--- config.mk ---
export PLATFORM = sky130hd
export DESIGN_NAME = fp_add_arbiter_flat
export DESIGN_NICKNAME = d
export VERILOG_FILES = /design/src/rtl/fp_add_arbiter_if.sv /design/src/rtl/fp_add_arbiter.sv /design/src/flat_wrapper.sv
export SDC_FILE = /design/constraint.sdc
export NUM_CORES = 1
export LEC_CHECK = 0
export CAP_MARGIN = 25
export CORE_AREA = 4 4 97 99
export CTS_CLUSTER_DIAMETER = 50
export DETAILED_ROUTE_END_ITERATION = 7
export DIE_AREA = 0 0 101 103
export HOLD_SLACK_MARGIN = 0.05
export SETUP_SLACK_MARGIN = 0.05
export SYNTH_ARGS = -nofsm -noshare
export SYNTH_HDL_FRONTEND = slang
export SYNTH_SLANG_ARGS = --single-unit
--- constraint.sdc ---
create_clock -name clk -period 3.5 [get_ports clk]
set_input_delay 0.7 -clock clk [delete_from_list [all_inputs] [get_ports clk]]
set_output_delay 0.7 -clock clk [all_outputs]
set_load 0.01 [all_outputs]
--- src/rtl/fp_add_arbiter_if.sv ---
// rtl/fp_add_arbiter_if.sv - request, shared-adder and response bundle for fp_add_arbiter
// The slave modport is the arbiter's side. The master modport is the requester/adder environment.
interface fp_add_arbiter_if #(
  parameter int N  = 4,
  parameter int WA = 9,
  parameter int WB = 9,
  parameter int WS = 8
);
  localparam int IW = (N > 1) ? $clog2(N) : 1;

  // requester side
  logic [N-1:0]    req_valid;
  logic [N-1:0]    req_ready;
  logic [N*WA-1:0] req_a;
  logic [N*WB-1:0] req_b;
  logic [N-1:0]    req_sign;

  // shared adder side
  logic [WA-1:0]   add_a;
  logic [WB-1:0]   add_b;
  logic            add_sign;
  logic [WS-1:0]   add_sum;
  logic            add_ovf;
  logic            add_unf;

  // response side
  logic            rsp_valid;
  logic [IW-1:0]   rsp_id;
  logic [WS-1:0]   rsp_sum;
  logic            rsp_ovf;
  logic            rsp_unf;
  logic [7:0]      err_cnt;

  modport slave (
    input  req_valid, req_a, req_b, req_sign, add_sum, add_ovf, add_unf,
    output req_ready, add_a, add_b, add_sign,
    output rsp_valid, rsp_id, rsp_sum, rsp_ovf, rsp_unf, err_cnt
  );

  modport master (
    output req_valid, req_a, req_b, req_sign, add_sum, add_ovf, add_unf,
    input  req_ready, add_a, add_b, add_sign,
    input  rsp_valid, rsp_id, rsp_sum, rsp_ovf, rsp_unf, err_cnt
  );
endinterface

--- src/rtl/fp_add_arbiter.sv ---
// rtl/fp_add_arbiter.sv - round-robin sharing of one fixed-point adder; FP_ARB_ERRCNT_EN enables err_cnt
// Grants one requester per cycle, registers its operands onto the adder and
// carries the grant id through a tag pipeline that matches the adder latency.
// Handshake at edge E0 -> add_* valid in C1 -> sum in C1+ADD_LAT -> rsp_valid
// in C2+ADD_LAT. Define FP_ARB_ERRCNT_EN to build the saturating error counter.
module fp_add_arbiter #(
  parameter int N       = 4,
  parameter int WA      = 9,
  parameter int WB      = 9,
  parameter int WS      = 8,
  parameter int ADD_LAT = 1
) (
  input  logic            clk,
  input  logic            rst_n,
  fp_add_arbiter_if.slave bus
);
  localparam int IW = (N > 1) ? $clog2(N) : 1;
  localparam logic [IW-1:0] LAST_IDX = IW'(N - 1);

  logic [IW-1:0] ptr;
  logic          gnt_any;
  logic [IW-1:0] gnt_idx;
  logic          hs;

  // tag[k] is valid k+1 cycles after the handshake; tag[ADD_LAT] lines up with add_sum
  logic [ADD_LAT:0] tag_vld;
  logic [IW-1:0]    tag_id [ADD_LAT+1];

  // Round-robin search starting at ptr, wrapping modulo N; first valid requester wins
  always_comb begin : p_grant
    int j;
    j       = 0;
    gnt_any = 1'b0;
    gnt_idx = '0;
    for (int k = 0; k < N; k++) begin
      j = int'(ptr) + k;
      if (j >= N) j = j - N;
      if (!gnt_any && bus.req_valid[j]) begin
        gnt_any = 1'b1;
        gnt_idx = j[IW-1:0];
      end
    end
  end

  // No handshake is offered while the block is held in reset
  assign hs = gnt_any & rst_n;

  // One-hot ready for the granted requester only
  always_comb begin
    bus.req_ready = '0;
    if (hs) bus.req_ready[gnt_idx] = 1'b1;
  end

  // Pointer moves just past the winner so every requester gets its turn
  always_ff @(posedge clk or negedge rst_n) begin
    if (!rst_n) begin
      ptr <= '0;
    end else if (hs) begin
      ptr <= (gnt_idx == LAST_IDX) ? '0 : gnt_idx + 1'b1;
    end
  end

  // Register the winner's operands onto the shared adder; hold when idle
  always_ff @(posedge clk or negedge rst_n) begin
    if (!rst_n) begin
      bus.add_a    <= '0;
      bus.add_b    <= '0;
      bus.add_sign <= 1'b1;
    end else if (hs) begin
      bus.add_a    <= bus.req_a[gnt_idx*WA +: WA];
      bus.add_b    <= bus.req_b[gnt_idx*WB +: WB];
      bus.add_sign <= bus.req_sign[gnt_idx];
    end
  end

  // Tag pipeline shifts every cycle; reset drops everything in flight
  always_ff @(posedge clk or negedge rst_n) begin
    if (!rst_n) begin
      tag_vld <= '0;
      for (int k = 0; k <= ADD_LAT; k++) tag_id[k] <= '0;
    end else begin
      tag_vld   <= {tag_vld[ADD_LAT-1:0], hs};
      tag_id[0] <= gnt_idx;
      for (int k = 1; k <= ADD_LAT; k++) tag_id[k] <= tag_id[k-1];
    end
  end

  // Capture the adder result when its tag reaches the end; rsp_valid is a one-cycle pulse
  always_ff @(posedge clk or negedge rst_n) begin
    if (!rst_n) begin
      bus.rsp_valid <= 1'b0;
      bus.rsp_id    <= '0;
      bus.rsp_sum   <= '0;
      bus.rsp_ovf   <= 1'b0;
      bus.rsp_unf   <= 1'b0;
    end else begin
      bus.rsp_valid <= tag_vld[ADD_LAT];
      if (tag_vld[ADD_LAT]) begin
        bus.rsp_id  <= tag_id[ADD_LAT];
        bus.rsp_sum <= bus.add_sum;
        bus.rsp_ovf <= bus.add_ovf;
        bus.rsp_unf <= bus.add_unf;
      end
    end
  end

`ifdef FP_ARB_ERRCNT_EN
  logic [7:0] err_q;

  // Count responses flagged overflow or underflow, saturating at 255
  always_ff @(posedge clk or negedge rst_n) begin
    if (!rst_n) begin
      err_q <= 8'd0;
    end else if (bus.rsp_valid && (bus.rsp_ovf || bus.rsp_unf) && (err_q != 8'hFF)) begin
      err_q <= err_q + 8'd1;
    end
  end

  assign bus.err_cnt = err_q;
`else
  assign bus.err_cnt = 8'd0;
`endif

endmodule
--- src/flat_wrapper.sv ---
// flat-port wrapper written by rule: the top's interface ports become plain ports
module fp_add_arbiter_flat 
#(
  parameter int N       = 4,
  parameter int WA      = 9,
  parameter int WB      = 9,
  parameter int WS      = 8,
  parameter int ADD_LAT = 1
)
  (clk, rst_n, bus_req_valid, bus_req_a, bus_req_b, bus_req_sign, bus_add_sum, bus_add_ovf, bus_add_unf, bus_req_ready, bus_add_a, bus_add_b, bus_add_sign, bus_rsp_valid, bus_rsp_id, bus_rsp_sum, bus_rsp_ovf, bus_rsp_unf, bus_err_cnt);
  fp_add_arbiter_if #(.N(N), .WA(WA), .WB(WB), .WS(WS)) bus_i ();
  input  logic clk;
  input  logic rst_n;
  input wire logic [$bits(bus_i.req_valid)-1:0] bus_req_valid;
  input wire logic [$bits(bus_i.req_a)-1:0] bus_req_a;
  input wire logic [$bits(bus_i.req_b)-1:0] bus_req_b;
  input wire logic [$bits(bus_i.req_sign)-1:0] bus_req_sign;
  input wire logic [$bits(bus_i.add_sum)-1:0] bus_add_sum;
  input wire logic [$bits(bus_i.add_ovf)-1:0] bus_add_ovf;
  input wire logic [$bits(bus_i.add_unf)-1:0] bus_add_unf;
  output wire logic [$bits(bus_i.req_ready)-1:0] bus_req_ready;
  output wire logic [$bits(bus_i.add_a)-1:0] bus_add_a;
  output wire logic [$bits(bus_i.add_b)-1:0] bus_add_b;
  output wire logic [$bits(bus_i.add_sign)-1:0] bus_add_sign;
  output wire logic [$bits(bus_i.rsp_valid)-1:0] bus_rsp_valid;
  output wire logic [$bits(bus_i.rsp_id)-1:0] bus_rsp_id;
  output wire logic [$bits(bus_i.rsp_sum)-1:0] bus_rsp_sum;
  output wire logic [$bits(bus_i.rsp_ovf)-1:0] bus_rsp_ovf;
  output wire logic [$bits(bus_i.rsp_unf)-1:0] bus_rsp_unf;
  output wire logic [$bits(bus_i.err_cnt)-1:0] bus_err_cnt;
  assign bus_i.req_valid = bus_req_valid;
  assign bus_i.req_a = bus_req_a;
  assign bus_i.req_b = bus_req_b;
  assign bus_i.req_sign = bus_req_sign;
  assign bus_i.add_sum = bus_add_sum;
  assign bus_i.add_ovf = bus_add_ovf;
  assign bus_i.add_unf = bus_add_unf;
  assign bus_req_ready = bus_i.req_ready;
  assign bus_add_a = bus_i.add_a;
  assign bus_add_b = bus_i.add_b;
  assign bus_add_sign = bus_i.add_sign;
  assign bus_rsp_valid = bus_i.rsp_valid;
  assign bus_rsp_id = bus_i.rsp_id;
  assign bus_rsp_sum = bus_i.rsp_sum;
  assign bus_rsp_ovf = bus_i.rsp_ovf;
  assign bus_rsp_unf = bus_i.rsp_unf;
  assign bus_err_cnt = bus_i.err_cnt;
  fp_add_arbiter #(.N(N), .WA(WA), .WB(WB), .WS(WS), .ADD_LAT(ADD_LAT)) u_core (.clk(clk), .rst_n(rst_n), .bus(bus_i));
endmodule
==> flow_metrics.py <==
metrics = {
    "global_route": {
        "grt_max_degree": 43,
        "grt_usage_pct": 14.61,
        "antenna_found_initial": 0,
        "grt_pass1_wl_mm": 12.03,
        "overflow": 0,
        "grt_pass1_vias": 2437,
    },
    "power": {
        "irDropWorstVdd_mv": 0.1731,
        "power_density_nw_per_um2": 462.2,
        "p_leak_nw": 1.700,
    },
    "critical_path": {
        "startpoint_type": "primary input",
        "cp.required_ps": 2800,
        "path_cells": "clkdlybuf4s50_1 -> buf_4 -> a21bo_2 -> buf_4 -> nand3_1 -> nor2_1 -> clkdlybuf4s50_1",
        "slowest_delay_ps": 550,
        "cp-end-kind": "output port",
        "crit_type": "in -> out",
        "cp_max_fo": 22,
        "critPathArrivalTime_ps": 2540,
        "critical-path-slowest-cell": "clkdlybuf4s50_1",
    },
    "final_layout": {
        "postLayoutCoreUtil_pct": 46.96,
        "drive_gt1_share_pct": 18.53,
        "area_growth_syn_to_layout_pct": 60.45,
        "insertedDiodeCount": 0,
        "fin_nets": 458,
        "num-fill-cells": 826,
    },
    "yosys": {
        "yosysMostFrequentCell": "dfrtp_1",
        "synth.ff_latch_count": 40,
        "synth.distinct_cells": 37,
        "synth_warnings": 0,
        "async_reset_ff_share_pct": 100.0,
        "synth_area_leaders": "dfrtp_1, mux2i_1, o22ai_1",
        "synthesis.area_um2": 2502,
        "yosysSeqAreaShare_pct": 40.05,
        "synthCells": 235,
        "synth_top_area_cell": "dfrtp_1",
        "synth_top_cells_by_count": "dfrtp_1, o22ai_1, nor2_1",
        "netlist.area_leader.share_pct": 39.00,
        "synth_edf_count": 0,
        "syn_avg_cell_area_um2": 10.65,
        "ys.flop_type": "dfrtp_1",
    },
    "flow_run": {
        "drv_cap": 0,
    },
    "floorplan": {
        "die_h_um": 103,
        "die_area_um2": 10400,
        "initial_core_util_pct": 29.27,
        "ios": 136,
        "core-area_um2": 8551,
        "dieWidth_um": 101,
        "rows": 34,
    },
    "timing": {
        "fmaxAchievable_mhz": 309.0,
        "max_slew.worst_pin.slew_ps": 892.3,
        "final-max-slew-violation-count": 0,
        "relSlewSlack_pct": 40.52,
        "finClkSkew_ps": 7.051,
        "rsz0062_at_grt": "false",
        "period_share_pct": 92.47,
        "hold_viol": 0,
        "timing.setup.tns_ps": 0,
        "period_needed_ps": 3236,
        "setup_viol": 0,
    },
    "clock_tree": {
        "clk_latency_ps": 290,
        "cts_setup_buffers": 0,
        "ctsHoldBuffers": 0,
        "clkTransAtPathRegs_ps": 80,
        "cts_buffers": 5,
        "cts-resized-gates": 2,
        "cts_tree": "yes",
        "htreeDepth": 2,
        "root_buffer": "clkbuf_8",
        "clock_sinks": 40,
        "clockBufferDepth": 2,
    },
    "detailed_routing": {
        "wl_per_cell_um": 16.40,
        "drt_iter0_markers": 63,
        "ant_nets": 0,
        "drc": 0,
        "drt_pre_antenna_iters": 5,
        "vias": 2384,
        "vias_per_cell": 5.019,
        "wl_mm": 7.789,
    },
    "placed_design": {
        "hpwl_mm": 5.900,
        "numPortBuffers": 127,
        "gp_congestion": 0.8154,
    },
    "worst_hold_path": {
        "hp-class": "reg -> reg",
    },
    "run_status": {
        "status": "complete, no violations",
    },
}
[stage by stage]
step | setup slack [ps] | cell area (µm²) | power [mW] | cells | hold WS (ps)
after CTS | 52.27 | 4013 | 1.886 | 475 | 360.1
after global routing | 180.7 | 4015 | 1.974 | 475 | 366.5
after floorplan | 1095 | 2529 | 1.112 | 242 | 331.2
final | 263.6 | 4015 | 1.856 | 475 | 355.9
after global placement | 33.65 | 3908 | 1.493 | 467 | 333.3
after detailed placement | 30.80 | 3908 | 1.504 | 467 | 340.9
[layout make-up]
cell class                      count  area [µm²]  share of cell area (%)
Timing Repair Buffer              148        1424                   35.46
Multi-Input combinational cell    168        1335                   33.25
Sequential cell                    40        1002                   24.96
Tap cell                          108       135.1                   3.366
Clock buffer                        6       72.57                   1.807
Clock inverter                      2       35.03                  0.8725
Inverter                            3       11.26                  0.2805
[routing by layer]
layer / vias to the layer above / wire length, µm / part of all wire [%] / GRT usage, %
met5: - / 0 / 0 / 0
met4: 0 / 36 / 0.46 / 2.658
met3: 4 / 647 / 8.3 / 4.263
met2: 92 / 4127 / 53 / 27.09
met1: 1138 / 2978 / 38 / 16.85
li1: 1150 / - / - / -
[logic make-up after synthesis]
group	synth area share [%]
AO/OA/AOI/OAI	26.50
AND/OR/NAND/NOR	11.25
flip-flops	40.05
buffers and inverters	8.699
multiplexers	13.00
XOR/XNOR	0.3501
other	0.1499
[worst max-delay path: cells and delay by family]
| family | cells | cell delay (ps) |
|---|---|---|
| AOI/OAI and AO/OA | 1 | 190 |
| buffers and inverters | 4 | 1420 |
| and+or+nand+nor | 2 | 220 |
[cell usage in the layout (no fill, tap or decap), types with 3 or more instances in the layout]
cell type	n
nor2_1	25
mux2i_1	19
clkbuf_8	5
mux2_2	12
o22ai_2	9
a21oi_1	4
a221oi_2	9
o22ai_1	29
buf_4	21
clkdlybuf4s50_1	123
nor2b_1	3
conb_1	8
a221oi_1	10
and3_1	19
dfrtp_1	39
[state kept, by name, summed over array words and instances (netlist names)]
register / cells
u_core.bus.add_a: 9
u_core.bus.add_b: 9
u_core.bus.add_sign: 1
u_core.bus.rsp_id: 2
u_core.bus.rsp_ovf: 1
u_core.bus.rsp_sum: 8
u_core.bus.rsp_unf: 1
u_core.bus.rsp_valid: 1
u_core.ptr: 2
u_core.tag_id: 4
u_core.tag_vld: 2
[worst paths after layout]
| kind | end | cells after the start | slack (ps) | startpoint |
|---|---|---|---|---|
| min in group asynchronous | u_core.bus.add_b[5]$_DFFE_PN0P_ | 2 | 550 | rst_n |
| max in group asynchronous | u_core.bus.add_sign$_DFFE_PN1P_ | 2 | 2560 | rst_n |
| hold reg to reg | u_core.tag_id[1]$_DFF_PN0_ | 0 | 360 | u_core.tag_id[3]$_DFF_PN0_ |
| setup / recovery | bus_req_ready[3] | 7 | 260 | bus_req_valid[2] |
| setup reg to reg | u_core.bus.add_a[1]$_DFFE_PN0P_ | 4 | 1540 | u_core.ptr[0]$_DFFE_PN0P_ |
| hold / removal | u_core.tag_id[1]$_DFF_PN0_ | 0 | 360 | u_core.tag_id[3]$_DFF_PN0_ |
[where the power goes]
group | total (mW) | switching [mW] | internal (mW)
logic | 0.839 | 0.374 | 0.465
clock network | 0.371 | 0.159 | 0.212
registers | 0.646 | 0.0825 | 0.563
total | 1.86 | 0.615 | 1.24
(Power assumes the default switching activity.)
==> patch 1 (config.mk and constraints unchanged) <==
`WA` is set to 9 in 3 places; all go to 11.
--- a/src/rtl/fp_add_arbiter_if.sv
+++ b/src/rtl/fp_add_arbiter_if.sv
@@ -2,7 +2,7 @@
 // The slave modport is the arbiter's side. The master modport is the requester/adder environment.
 interface fp_add_arbiter_if #(
   parameter int N  = 4,
-  parameter int WA = 9,
+  parameter int WA = 11,
   parameter int WB = 9,
   parameter int WS = 8
 );
--- a/src/rtl/fp_add_arbiter.sv
+++ b/src/rtl/fp_add_arbiter.sv
@@ -5,7 +5,7 @@
 // in C2+ADD_LAT. Define FP_ARB_ERRCNT_EN to build the saturating error counter.
 module fp_add_arbiter #(
   parameter int N       = 4,
-  parameter int WA      = 9,
+  parameter int WA      = 11,
   parameter int WB      = 9,
   parameter int WS      = 8,
   parameter int ADD_LAT = 1
--- a/src/flat_wrapper.sv
+++ b/src/flat_wrapper.sv
@@ -2,7 +2,7 @@
 module fp_add_arbiter_flat 
 #(
   parameter int N       = 4,
-  parameter int WA      = 9,
+  parameter int WA      = 11,
   parameter int WB      = 9,
   parameter int WS      = 8,
   parameter int ADD_LAT = 1
Ports: changed (resized bus_add_a and bus_req_a); port bits go from 136 to 146. The function was not compared with the original's and may differ.
==> patch 1 against the original RTL <==
Maximum frequency down 3.3%; clock power down 11%; area after synthesis up 0.20%; highest routed layer unchanged; wire length up 11%; sequential cell count up 2; cell area up 1.8%; power up 0.53%; setup slack worse by 110 ps; die area unchanged; critical endpoint is now bus_req_ready[2].
==> patch 1: results (changes against the original RTL) <==
Clock transition at path regs=90 ps; Antenna diodes=0 (unchanged); Top FF cell, synth=dfrtp_1; HP Class=in -> async; IO buf count=137 (+7.9%); Peak VDD IR=0.0001736 V (+0.31%); Worst Tran Pin Value=910.7 ps (+18.40 ps); Crit Reg-Reg Startpoint=u_core.ptr[1]; Skew-Pair Late Insertion Delay=290 ps (about the same); commonest cells in the netlist=o22ai_1, dfrtp_1, nor2_1; Clock Tree Buf Depth=2 (unchanged); GPL Wtd Cong=0.7642 (-6.3%); static leakage=1.695 nW (-0.31%); reg-to-reg endpoint=u_core.bus.add_b[1]; syn avg cell area=10.03 µm² (-5.8%); GRT Resource Usage Total=0.1593 (+0.01319); Synth area leaders=dfrtp_1, o22ai_1, mux2i_1; required time of the critical path=2800 ps (about the same); status=finished clean; sequential area share after synthesis=0.4197 (+0.01916); Synth cell types=36 (-2.7%); Vias/cell=5.147 (+2.5%); total length of routed wires=8671 µm (+11%); share of cells above drive strength 1=0.1097 (-0.07563); non-filler instance count after layout=491 (+3.4%); DRT iter0 DRCs=104 (+65%); reg2reg path depth=6 (+2); H-tree depth=2 (unchanged); FILL cells=817 (-1.1%); Worst R2R Setup Slack=1220 ps (-320 ps); Hold Violations, Final=0 (unchanged); largest net degree at the start of global routing=47 (+9.3%); skew final=7.829 ps (+0.7783 ps); Syn. warnings=0 (unchanged); DP Wirelength=6348 µm (+7.6%); Layout Nets=482 (+5.2%); CP max stage cell=clkdlybuf4s50_1; placed instance area=3958 µm² (+1.3%); Num CTS Buffers=5 (unchanged); crit-path max FO=23 (+4.5%); pre-CTS setup slack=98.37 ps (+67.57 ps); first-pass GRT wire length=12900 µm (+7.2%); drt first pass iters=4 (-1); critical path's largest stage delay=550 ps (about the same); biggest regs=u_core.bus.add_a x11, u_core.bus.add_b x9, u_core.bus.rsp_sum x8; hold slack=331.8 ps (-24.11 ps); fin util=0.4782 (+0.008633); vias in the first global route=2506 (+2.8%)
==> patch 1: timing repair <==
action | CTS | global route
hold buffers | 0 | 0
setup endpoints to repair | 0 | 2
gates resized for setup | 0 | 2
setup buffers | 0 | 0
==> patch 1: routing by layer <==
layer,up-vias,GRT usage,wire length [µm]
li1,1217,-,-
met1,1182,0.1950,3624
met2,122,0.2678,3970
met3,6,0.06225,1011
met4,0,0.03272,64
met5,-,0,0
==> patch 1: kinds of logic after synthesis <==
logic type                after synthesis  share of synthesized area
AOI/OAI and AO/OA                      79                     0.2425
xor gates and xnor gates                1                   0.003494
buffers and inverters                  35                    0.07584
DFF                                    42                     0.4197
muxes                                  33                     0.1377
other                                   1                   0.001496
and+or+nand+nor                        59                     0.1193
==> patch 1: worst max-delay path, delay by kind of cell <==
family,cells,cell delay [ps]
buffers and inverters,3,1380
AO/OA/AOI/OAI,1,330
AND/OR/NAND/NOR,2,240
==> patch 1: power by group <==
group          internal [mW]  leakage (nW)  switching (mW)
Combinational          0.473          1.17           0.384
Clock                  0.159        0.0472           0.173
Sequential             0.592         0.479          0.0844
Total                   1.22          1.69           0.641
==> patch 1: cell type report <==
type / instances / share of cell area
repair buffers: 150 / 0.3635
multi-input cells: 180 / 0.3201
flip-flops and latches: 42 / 0.2573
well taps: 108 / 0.03305
clock buffers: 6 / 0.02020
clock inverters: 2 / 0.003060
inverters: 3 / 0.002754
==> patch 1: worst max-delay path by stage <==
stage / start / end / slack [ps]
finish: bus_req_valid[0] / bus_req_ready[2] / 150
detailed placement: bus_req_valid[0] / bus_req_ready[1] / 100
global placement: bus_req_valid[0] / bus_req_ready[1] / 130
global route: bus_req_valid[0] / bus_req_ready[0] / 70
CTS: bus_req_valid[0] / bus_req_ready[1] / 100
floorplan: bus_req_valid[2] / bus_req_ready[1] / 1060
==> patch 2 (same settings) <==
Made on the original files. Add a define of `FP_ARB_ERRCNT_EN`.
--- a/src/rtl/fp_add_arbiter.sv
+++ b/src/rtl/fp_add_arbiter.sv
@@ -3,6 +3,8 @@
 // carries the grant id through a tag pipeline that matches the adder latency.
 // Handshake at edge E0 -> add_* valid in C1 -> sum in C1+ADD_LAT -> rsp_valid
 // in C2+ADD_LAT. Define FP_ARB_ERRCNT_EN to build the saturating error counter.
+`define FP_ARB_ERRCNT_EN
+
 module fp_add_arbiter #(
   parameter int N       = 4,
   parameter int WA      = 9,
Check against the original RTL: not equivalent (a bounded check fails within 10 cycles, from zero or initial values and one cycle with rst_n low).
==> patch 2 against the original RTL <==
Area after synthesis up 2.8%; sequential cell count grew 8; maximum frequency is 3.8% lower; power rose by 3.6%; critical path depth stayed put; wire length grew 5.3%; setup slack worse by 130 ps; cell area rose by 4.0%; register-to-register slack improved by 120 ps.
==> patch 2: results (changes against the original RTL) <==
pre-CTS setup slack=152.4 ps (+121.6 ps); XOR/XNOR Fraction of Synth Area=0.02382 (+0.02032); mux cell area share after synthesis=0.1264 (-0.003602); reg2reg path depth=6 (+2); DRT iter0 DRCs=57 (-9.5%); Worst Slack Setup Final=135.3 ps (-128.2 ps); Layout Nets=479 (+4.6%); IO buf count=135 (+6.3%); first-pass GRT wire length=12710 µm (+5.6%); crit-path max FO=8 (-64%); Vias/cell=5.176 (+3.1%); FILL cells=833 (+0.85%); vias in the first global route=2563 (+5.2%); GRT met2 Usage=0.2618 (-0.009114); DP Wirelength=6184 µm (+4.8%); Critical path origin=bus_req_valid[0]; Synth area leaders=dfrtp_1, mux2i_1, mux2_2; status=finished clean; reg-to-reg endpoint=u_core.bus.add_a[8]; Post-Synth Adder-Cell Area=0.004861 (+0.004861); Worst R2R Setup Slack=1660 ps (+120 ps); biggest regs=u_core.bus.add_a x9, u_core.bus.add_b x9; Syn Inst Count=249 (+6.0%); via count=2562 (+7.5%); Worst Tran Pin Value=610.4 ps (-281.9 ps); crit path DAT=2660 ps (+120 ps); sequential area share after synthesis=0.4672 (+0.06669); met3 Track Usage GR=0.05007 (+0.007442); total placed cells including tap cells=487 (+4.3%); Worst setup endpoint=bus_req_ready[2]; Peak VDD IR=0.0001890 V (+9.2%); complex-gate fraction of the synthesized area=0.2290 (-0.03603); static leakage=1.686 nW (-0.84%); Hold Path End=u_core.tag_id[1]; skew final=4.659 ps (-2.392 ps); GPL Wtd Cong=0.8800 (+7.9%); GRT Resource Usage Total=0.1553 (+0.009189)
[patch 2: cell count changes after synthesis, sizes merged, moves of 6 or more]
cell	unedited run	this run
o22ai	38	8
o21ai	1	37
nand3	1	16
nand2	1	7
a221oi	19	7
nor2	25	12
buf	25	14
dfrtp	39	47
a41oi	0	12
o2bb2ai	0	12
and3	19	1
[patch 2: per-stage QoR]
step / hold slack (ps) / power [mW] / instance area, µm²
detailed placement: 334.7 / 1.580 / 4068
global placement: 333.0 / 1.569 / 4068
floorplan: 331.2 / 1.134 / 2574
finish: 351.2 / 1.923 / 4175
CTS: 354.0 / 1.948 / 4165
global route: 354.9 / 2.052 / 4175
[patch 2: area by class of cell]
type                    instances  area (µm²)  share of cell area
repair buffers                149        1454              0.3482
well taps                     108       135.1             0.03236
inverters                       5       21.27            0.005094
clock buffers                   6       82.58             0.01978
flip-flops and latches         48        1202              0.2880
clock inverters                 2       15.01            0.003596
multi-input cells             177        1265              0.3030
[patch 2: cells by family after synthesis]
| group | count (synthesis) |
|---|---|
| xor gates and xnor gates | 7 |
| buffers and inverters | 24 |
| AOI/OAI and AO/OA | 85 |
| DFF | 48 |
| adders and majority gates | 1 |
| and+or+nand+nor | 53 |
| muxes | 31 |
[patch 2: metal layers]
metal  vias up  wire length [µm]
met5         -                 0
met4         0               153
met1      1212              3389
met3        15               791
met2       109              3870
li1       1226                 -
[patch 2: what timing repair did]
| action | CTS | global route |
|---|---|---|
| hold endpoints to repair | 0 | 0 |
| resized for setup | 0 | 3 |
| hold buffers | 0 | 0 |
| endpoints found under the setup margin | 0 | 2 |
[patch 2: power by group]
part	total, mW	internal (mW)	switching [mW]	leakage, nW
clock network	0.361	0.160	0.201	0.0434
logic	0.783	0.442	0.341	1.08
registers	0.779	0.671	0.108	0.562
total	1.92	1.27	0.649	1.69
